**config.mk**
```make
export PLATFORM = sky130hd
export DESIGN_NAME = neurram_spi_responder_flat
export DESIGN_NICKNAME = d
export VERILOG_FILES = /design/src/rtl/neurram_spi_responder_if.sv /design/src/rtl/neurram_spi_responder.sv /design/src/flat_wrapper.sv
export SDC_FILE = /design/constraint.sdc
export NUM_CORES = 2
export LEC_CHECK = 0
export CORE_AREA = 3 3 403 405
export CTS_BUF_LIST = sky130_fd_sc_hd__clkbuf_4 sky130_fd_sc_hd__clkbuf_8
export CTS_CLUSTER_DIAMETER = 120
export DETAILED_ROUTE_END_ITERATION = 10
export DIE_AREA = 0 0 406 408
export GPL_ROUTABILITY_DRIVEN = 0
export GPL_TIMING_DRIVEN = 0
export PLACE_DENSITY_LB_ADDON = 0.3
export SYNTH_ARGS = -nofsm -noshare
export SYNTH_HDL_FRONTEND = slang
export SYNTH_SLANG_ARGS = --single-unit
```
**constraint.sdc**
```tcl
create_clock -name clk -period 75.8 [get_ports clk]
set_clock_uncertainty 0.2 [all_clocks]
set_input_delay 7.58 -clock clk [delete_from_list [all_inputs] [get_ports clk]]
set_output_delay 7.58 -clock clk [all_outputs]
set_load 0.1 [all_outputs]
```
**src/rtl/neurram_spi_responder_if.sv**
```systemverilog
// Bus bundle between the host controller and the NeuRRAM SPI responder.
//   spi_clk, shift_in, shift_out : serial clock and two-lane serial data
//   load_data/load_valid/load_ready : parallel preload of the shift chain
//   cap_data/cap_valid/cap_ready    : captured frame hand-off to the host
//   frame_active, overrun, timeout_err, err_clear : status and error control
// Lane packing of load_data/cap_data: lane0 in the lower spi_length bits,
// lane1 in the upper half.
interface neurram_spi_responder_if #(
    parameter int spi_length = 256
);
    logic                    spi_clk;
    logic [1:0]              shift_in;
    logic [1:0]              shift_out;
    logic [2*spi_length-1:0] load_data;
    logic                    load_valid;
    logic                    load_ready;
    logic [2*spi_length-1:0] cap_data;
    logic                    cap_valid;
    logic                    cap_ready;
    logic                    frame_active;
    logic                    overrun;
    logic                    timeout_err;
    logic                    err_clear;

    modport master (
        output spi_clk, shift_in, load_data, load_valid, cap_ready, err_clear,
        input  shift_out, load_ready, cap_data, cap_valid, frame_active,
               overrun, timeout_err
    );

    modport slave (
        input  spi_clk, shift_in, load_data, load_valid, cap_ready, err_clear,
        output shift_out, load_ready, cap_data, cap_valid, frame_active,
               overrun, timeout_err
    );
endinterface

```
**src/rtl/neurram_spi_responder.sv**
```systemverilog
// Two-lane SPI-style shift-chain responder for the NeuRRAM host link.
// Each rising edge of spi_clk (synchronous to clk) shifts one bit per lane
// LSB-first into a spi_length-bit chain; after spi_length edges the chain is
// captured into cap_data. The chain persists between frames so the host reads
// back the previous frame (or a preload) while shifting in the next one.
// Ports:
//   clk  : system clock, all logic on its rising edge
//   rst  : asynchronous active-high reset
//   bus  : slave side of neurram_spi_responder_if (serial, preload, capture,
//          status and error signals)
module neurram_spi_responder #(
    parameter int spi_length     = 256,
    parameter int timeout_cycles = 1024
) (
    input logic                    clk,
    input logic                    rst,
    neurram_spi_responder_if.slave bus
);

    localparam int CNT_W = $clog2(spi_length) + 1;
    localparam int IDL_W = $clog2(timeout_cycles) + 1;
    localparam logic [CNT_W-1:0] LAST_BIT = CNT_W'(spi_length);
    localparam logic [IDL_W-1:0] IDLE_MAX = IDL_W'(timeout_cycles);

    typedef enum logic [1:0] {
        IDLE     = 2'd0,
        SHIFTING = 2'd1,
        CAPTURE  = 2'd2
    } state_t;

    state_t                  state, state_nxt;
    logic [CNT_W-1:0]        bit_cnt, bit_cnt_nxt;
    logic [IDL_W-1:0]        idle_cnt, idle_cnt_nxt;
    logic                    spi_clk_d;
    logic                    spi_edge;
    logic [spi_length-1:0]   chain0, chain1;
    logic                    do_load;
    logic                    do_capture;
    logic                    set_overrun;
    logic                    set_timeout;
    logic [2*spi_length-1:0] cap_data_q;
    logic                    cap_valid_q;
    logic                    overrun_q;
    logic                    timeout_q;

    assign spi_edge       = bus.spi_clk & ~spi_clk_d;
    // An spi_clk edge always wins over a coincident preload; the preload
    // simply stays pending until the FSM is idle with no edge.
    assign bus.load_ready = (state == IDLE) & ~spi_edge;
    assign do_load        = bus.load_valid & bus.load_ready;

    assign bus.shift_out    = {chain1[0], chain0[0]};
    assign bus.cap_data     = cap_data_q;
    assign bus.cap_valid    = cap_valid_q;
    assign bus.overrun      = overrun_q;
    assign bus.timeout_err  = timeout_q;
    assign bus.frame_active = (state == SHIFTING);

    always_ff @(posedge clk or posedge rst) begin
        if (rst) begin
            state    <= IDLE;
            bit_cnt  <= '0;
            idle_cnt <= '0;
        end else begin
            state    <= state_nxt;
            bit_cnt  <= bit_cnt_nxt;
            idle_cnt <= idle_cnt_nxt;
        end
    end

    always_comb begin
        state_nxt    = state;
        bit_cnt_nxt  = bit_cnt;
        idle_cnt_nxt = '0;
        do_capture   = 1'b0;
        set_overrun  = 1'b0;
        set_timeout  = 1'b0;
        case (state)
            IDLE: begin
                bit_cnt_nxt = '0;
                if (spi_edge) begin
                    state_nxt   = SHIFTING;
                    bit_cnt_nxt = CNT_W'(1);
                end
            end
            SHIFTING: begin
                if (spi_edge) begin
                    if (bit_cnt + CNT_W'(1) == LAST_BIT) begin
                        state_nxt   = CAPTURE;
                        bit_cnt_nxt = '0;
                    end else begin
                        bit_cnt_nxt = bit_cnt + CNT_W'(1);
                    end
                end else if (idle_cnt + IDL_W'(1) == IDLE_MAX) begin
                    // Host stalled mid-frame: abandon the frame, keep the chain.
                    state_nxt   = IDLE;
                    bit_cnt_nxt = '0;
                    set_timeout = 1'b1;
                end else begin
                    idle_cnt_nxt = idle_cnt + IDL_W'(1);
                end
            end
            CAPTURE: begin
                // Capture reads the chain before any coincident shift lands.
                if (!cap_valid_q || bus.cap_ready) begin
                    do_capture = 1'b1;
                end else begin
                    set_overrun = 1'b1;
                end
                if (spi_edge) begin
                    state_nxt   = SHIFTING;
                    bit_cnt_nxt = CNT_W'(1);
                end else begin
                    state_nxt   = IDLE;
                    bit_cnt_nxt = '0;
                end
            end
            default: begin
                state_nxt   = IDLE;
                bit_cnt_nxt = '0;
            end
        endcase
    end

    always_ff @(posedge clk or posedge rst) begin
        if (rst) begin
            spi_clk_d <= 1'b0;
        end else begin
            spi_clk_d <= bus.spi_clk;
        end
    end

    always_ff @(posedge clk or posedge rst) begin
        if (rst) begin
            chain0 <= '0;
            chain1 <= '0;
        end else if (spi_edge) begin
            chain0 <= {bus.shift_in[0], chain0[spi_length-1:1]};
            chain1 <= {bus.shift_in[1], chain1[spi_length-1:1]};
        end else if (do_load) begin
            chain0 <= bus.load_data[spi_length-1:0];
            chain1 <= bus.load_data[2*spi_length-1:spi_length];
        end
    end

    always_ff @(posedge clk or posedge rst) begin
        if (rst) begin
            cap_data_q  <= '0;
            cap_valid_q <= 1'b0;
        end else if (do_capture) begin
            cap_data_q  <= {chain1, chain0};
            cap_valid_q <= 1'b1;
        end else if (cap_valid_q && bus.cap_ready) begin
            cap_valid_q <= 1'b0;
        end
    end

    // Sticky flags: a set event in the same cycle as err_clear wins.
    always_ff @(posedge clk or posedge rst) begin
        if (rst) begin
            overrun_q <= 1'b0;
            timeout_q <= 1'b0;
        end else begin
            if (set_overrun) begin
                overrun_q <= 1'b1;
            end else if (bus.err_clear) begin
                overrun_q <= 1'b0;
            end
            if (set_timeout) begin
                timeout_q <= 1'b1;
            end else if (bus.err_clear) begin
                timeout_q <= 1'b0;
            end
        end
    end

endmodule

```
**src/flat_wrapper.sv**
```systemverilog
// flat-port wrapper written by rule: the top's interface ports become plain ports
module neurram_spi_responder_flat 
#(
    parameter int spi_length     = 256,
    parameter int timeout_cycles = 1024
)
  (clk, rst, bus_spi_clk, bus_shift_in, bus_load_data, bus_load_valid, bus_cap_ready, bus_err_clear, bus_shift_out, bus_load_ready, bus_cap_data, bus_cap_valid, bus_frame_active, bus_overrun, bus_timeout_err);
  neurram_spi_responder_if #(.spi_length(spi_length)) bus_i ();
  input logic clk;
  input logic rst;
  input wire logic [$bits(bus_i.spi_clk)-1:0] bus_spi_clk;
  input wire logic [$bits(bus_i.shift_in)-1:0] bus_shift_in;
  input wire logic [$bits(bus_i.load_data)-1:0] bus_load_data;
  input wire logic [$bits(bus_i.load_valid)-1:0] bus_load_valid;
  input wire logic [$bits(bus_i.cap_ready)-1:0] bus_cap_ready;
  input wire logic [$bits(bus_i.err_clear)-1:0] bus_err_clear;
  output wire logic [$bits(bus_i.shift_out)-1:0] bus_shift_out;
  output wire logic [$bits(bus_i.load_ready)-1:0] bus_load_ready;
  output wire logic [$bits(bus_i.cap_data)-1:0] bus_cap_data;
  output wire logic [$bits(bus_i.cap_valid)-1:0] bus_cap_valid;
  output wire logic [$bits(bus_i.frame_active)-1:0] bus_frame_active;
  output wire logic [$bits(bus_i.overrun)-1:0] bus_overrun;
  output wire logic [$bits(bus_i.timeout_err)-1:0] bus_timeout_err;
  assign bus_i.spi_clk = bus_spi_clk;
  assign bus_i.shift_in = bus_shift_in;
  assign bus_i.load_data = bus_load_data;
  assign bus_i.load_valid = bus_load_valid;
  assign bus_i.cap_ready = bus_cap_ready;
  assign bus_i.err_clear = bus_err_clear;
  assign bus_shift_out = bus_i.shift_out;
  assign bus_load_ready = bus_i.load_ready;
  assign bus_cap_data = bus_i.cap_data;
  assign bus_cap_valid = bus_i.cap_valid;
  assign bus_frame_active = bus_i.frame_active;
  assign bus_overrun = bus_i.overrun;
  assign bus_timeout_err = bus_i.timeout_err;
  neurram_spi_responder #(.spi_length(spi_length), .timeout_cycles(timeout_cycles)) u_core (.clk(clk), .rst(rst), .bus(bus_i));
endmodule
```
==> out/results.ini <==
[run_status]
status=completed

[global_routing]
overflow=0
grt.total_usage=0.204
grt_pass1_wl_mm=250
grt_antenna_before_repair=53
grt_max_degree=124
grt_pass1_vias=36000

[worst_setup_path]
cp_max_fo=10
cp-end-kind=output port
cpPeakStageDelay_ns=1.07
cp_num_cells=6
path_buf_inv=4
crit_family=buffers and inverters
cp.required_ns=68.02
reg2reg_depth=7
cp_cell_sequence=clkdlybuf4s50_1 -> nor2b_1 -> clkbuf_1 -> clkbuf_1 -> nor3_1 -> clkdlybuf4s50_1
cp_data_arrival_time_ns=10.59
critPathSlowestCell=clkdlybuf4s50_1
start_kind=primary input
crit_type=primary input to output port

[clock_network]
post_cts_resized=0
cts_tree=yes
cts.hold.buffers_added=0
clk_pin_slew_worst_paths_ns=0.06
clk_path_buf_depth=3
cts_sinks=1050
htreeDepth=4
clock-root-buffer=clkbuf_8
worstSkewPairLatency_ns=0.87
cts_setup_buffers=0
numCtsBuffers=188

[timing]
whs_ns=0.287
drv_slew=0
setup-violations-final=0
min_period_over_period=0.242
fmax_mhz=54.4
worst_pin_slew_ns=1.31
hold_violations=0
rsz0062_at_grt=no
max-slew-margin-rel=0.125
min_period_ns=18.37
fin_setup_tns_ns=0

[drt]
routed-via-count=35700
dr.pass1.iters=6
postRouteWirelength_mm=174
wl_per_cell_um=23.2
drc=0
vias_per_cell=4.77
final_antenna_net_count=0
first_iter_violations=2819

[cells_and_area]
post_layout_nonfiller_instances=7486
final_common_cell=dfrtp_1
drive_gt1_frac=0.168
fin_nets=5775
most-common-layout-cells=dfrtp_1, clkdlybuf4s50_1, nand2_1, nor2_1, a31oi_1
area_growth_syn_to_layout_pct=40.4

[hold_path]
worstHoldPathType=register to register
hold_path_depth=1

[placement]
dp.cells=7135
io_buffers=1038
dp_hpwl_mm=134

[synthesis]
ys_seq_area_frac=0.613
netlist_area_um2=42900
syn_inst=4015
avgSynthCellArea_um2=10.7
synthArstFlopShare=1.00
yosys_warnings=0
ys_ff_latch=1050
synth_ff_type=dfrtp_1
syn-num-nets=4537
yosysUniqueCellTypes=39
synth-edff-count=0

[floorplan]
die_width_um=406
num_io_pins=1039
core_area_um2=159000
die_y_um=408
rows=146
dieArea_um2=166000
initial_core_util=0.270

[run]
maxCapViolCount=0

-- through the flow --
stage	worst slack, ns	util	instance area [µm²]
2_1_floorplan	38.47	-	42900
3_5_place_dp	57.33	0.354	56200
5_1_grt	57.20	0.379	60200
3_3_place_gp	24.48	0.352	55900
6_report	57.43	0.379	60200
4_1_cts	57.33	0.379	60100
-- path summary, 6_finish.rpt --
path	startpoint	slack, ns	endpoint
max	bus_spi_clk	57.43	bus_load_ready
min reg2reg	u_core.idle_cnt[0]	0.29	u_core.idle_cnt[0]
min in group asynchronous	rst	6.96	u_core.chain1[87]
max reg2reg	u_core.spi_clk_d	71.43	u_core.chain0[183]
min	u_core.idle_cnt[0]	0.29	u_core.idle_cnt[0]
max in group asynchronous	rst	65.67	u_core.chain1[216]
-- layer usage --
metal,vias to the layer above,wire (µm),GRT usage
met4,24,6670,0.0762
met1,17800,69700,0.247
met5,-,167,0
li1,16200,-,-
met3,324,15100,0.0714
met2,1318,82100,0.333
-- cell families (layout without fill, tap and decap cells) --
kind of cell,count (synthesis),in the layout,synth area share
simple gates,1605,1605,0.143
flops,1050,1050,0.613
compound gates,538,538,0.0795
mux,512,512,0.134
buf+inv,295,1665,0.0274
xor+xnor,13,13,0.00265
fa+ha+maj,2,2,0.000583
other cells,0,29,0
-- cell type report --
| class | count | area [µm²] |
|---|---|---|
| Fill cell | 15700 | 98500 |
| Sequential cell | 1050 | 26300 |
| Multi-Input combinational cell | 2670 | 15400 |
| Timing Repair Buffer | 1048 | 10700 |
| Clock buffer | 289 | 3640 |
| Tap cell | 2072 | 2590 |
| Buffer | 288 | 1150 |
| Clock inverter | 33 | 332 |
| Antenna cell | 29 | 72.6 |
| Inverter | 7 | 33.8 |
-- sequential cells by signal, indices dropped and copies added, names as in the netlist --
register	cells
u_core.chain1	256
u_core.spi_clk_d	1
u_core.bus.overrun	1
u_core.state	2
u_core.bus.cap_valid	1
u_core.chain0	256
u_core.bit_cnt	9
u_core.bus.timeout_err	1
u_core.bus.cap_data	512
u_core.idle_cnt	11
-- synthesized netlist by cell type, types with 3 or more instances --
library cell / n / area share
nand4_1: 3 / 0.00044
buf_2: 50 / 0.0058
nand2_1: 1034 / 0.090
xor2_1: 5 / 0.0010
nor3_1: 8 / 0.00093
buf_1: 14 / 0.0012
nand2b_1: 5 / 0.00073
dfrtp_1: 1050 / 0.61
o21ai_0: 4 / 0.00047
and2_1: 3 / 0.00044
nand3_1: 6 / 0.00070
nor2b_1: 5 / 0.00073
xnor2_1: 8 / 0.0016
nor2_1: 530 / 0.046
clkbuf_1: 222 / 0.019
a31oi_1: 516 / 0.075
mux2_2: 512 / 0.13
inv_1: 7 / 0.00061
or3_1: 4 / 0.00058
o22ai_1: 3 / 0.00044
Power is not shown: default switching activity piles up to over one toggle a cycle in this logic, so the estimate is an artifact.
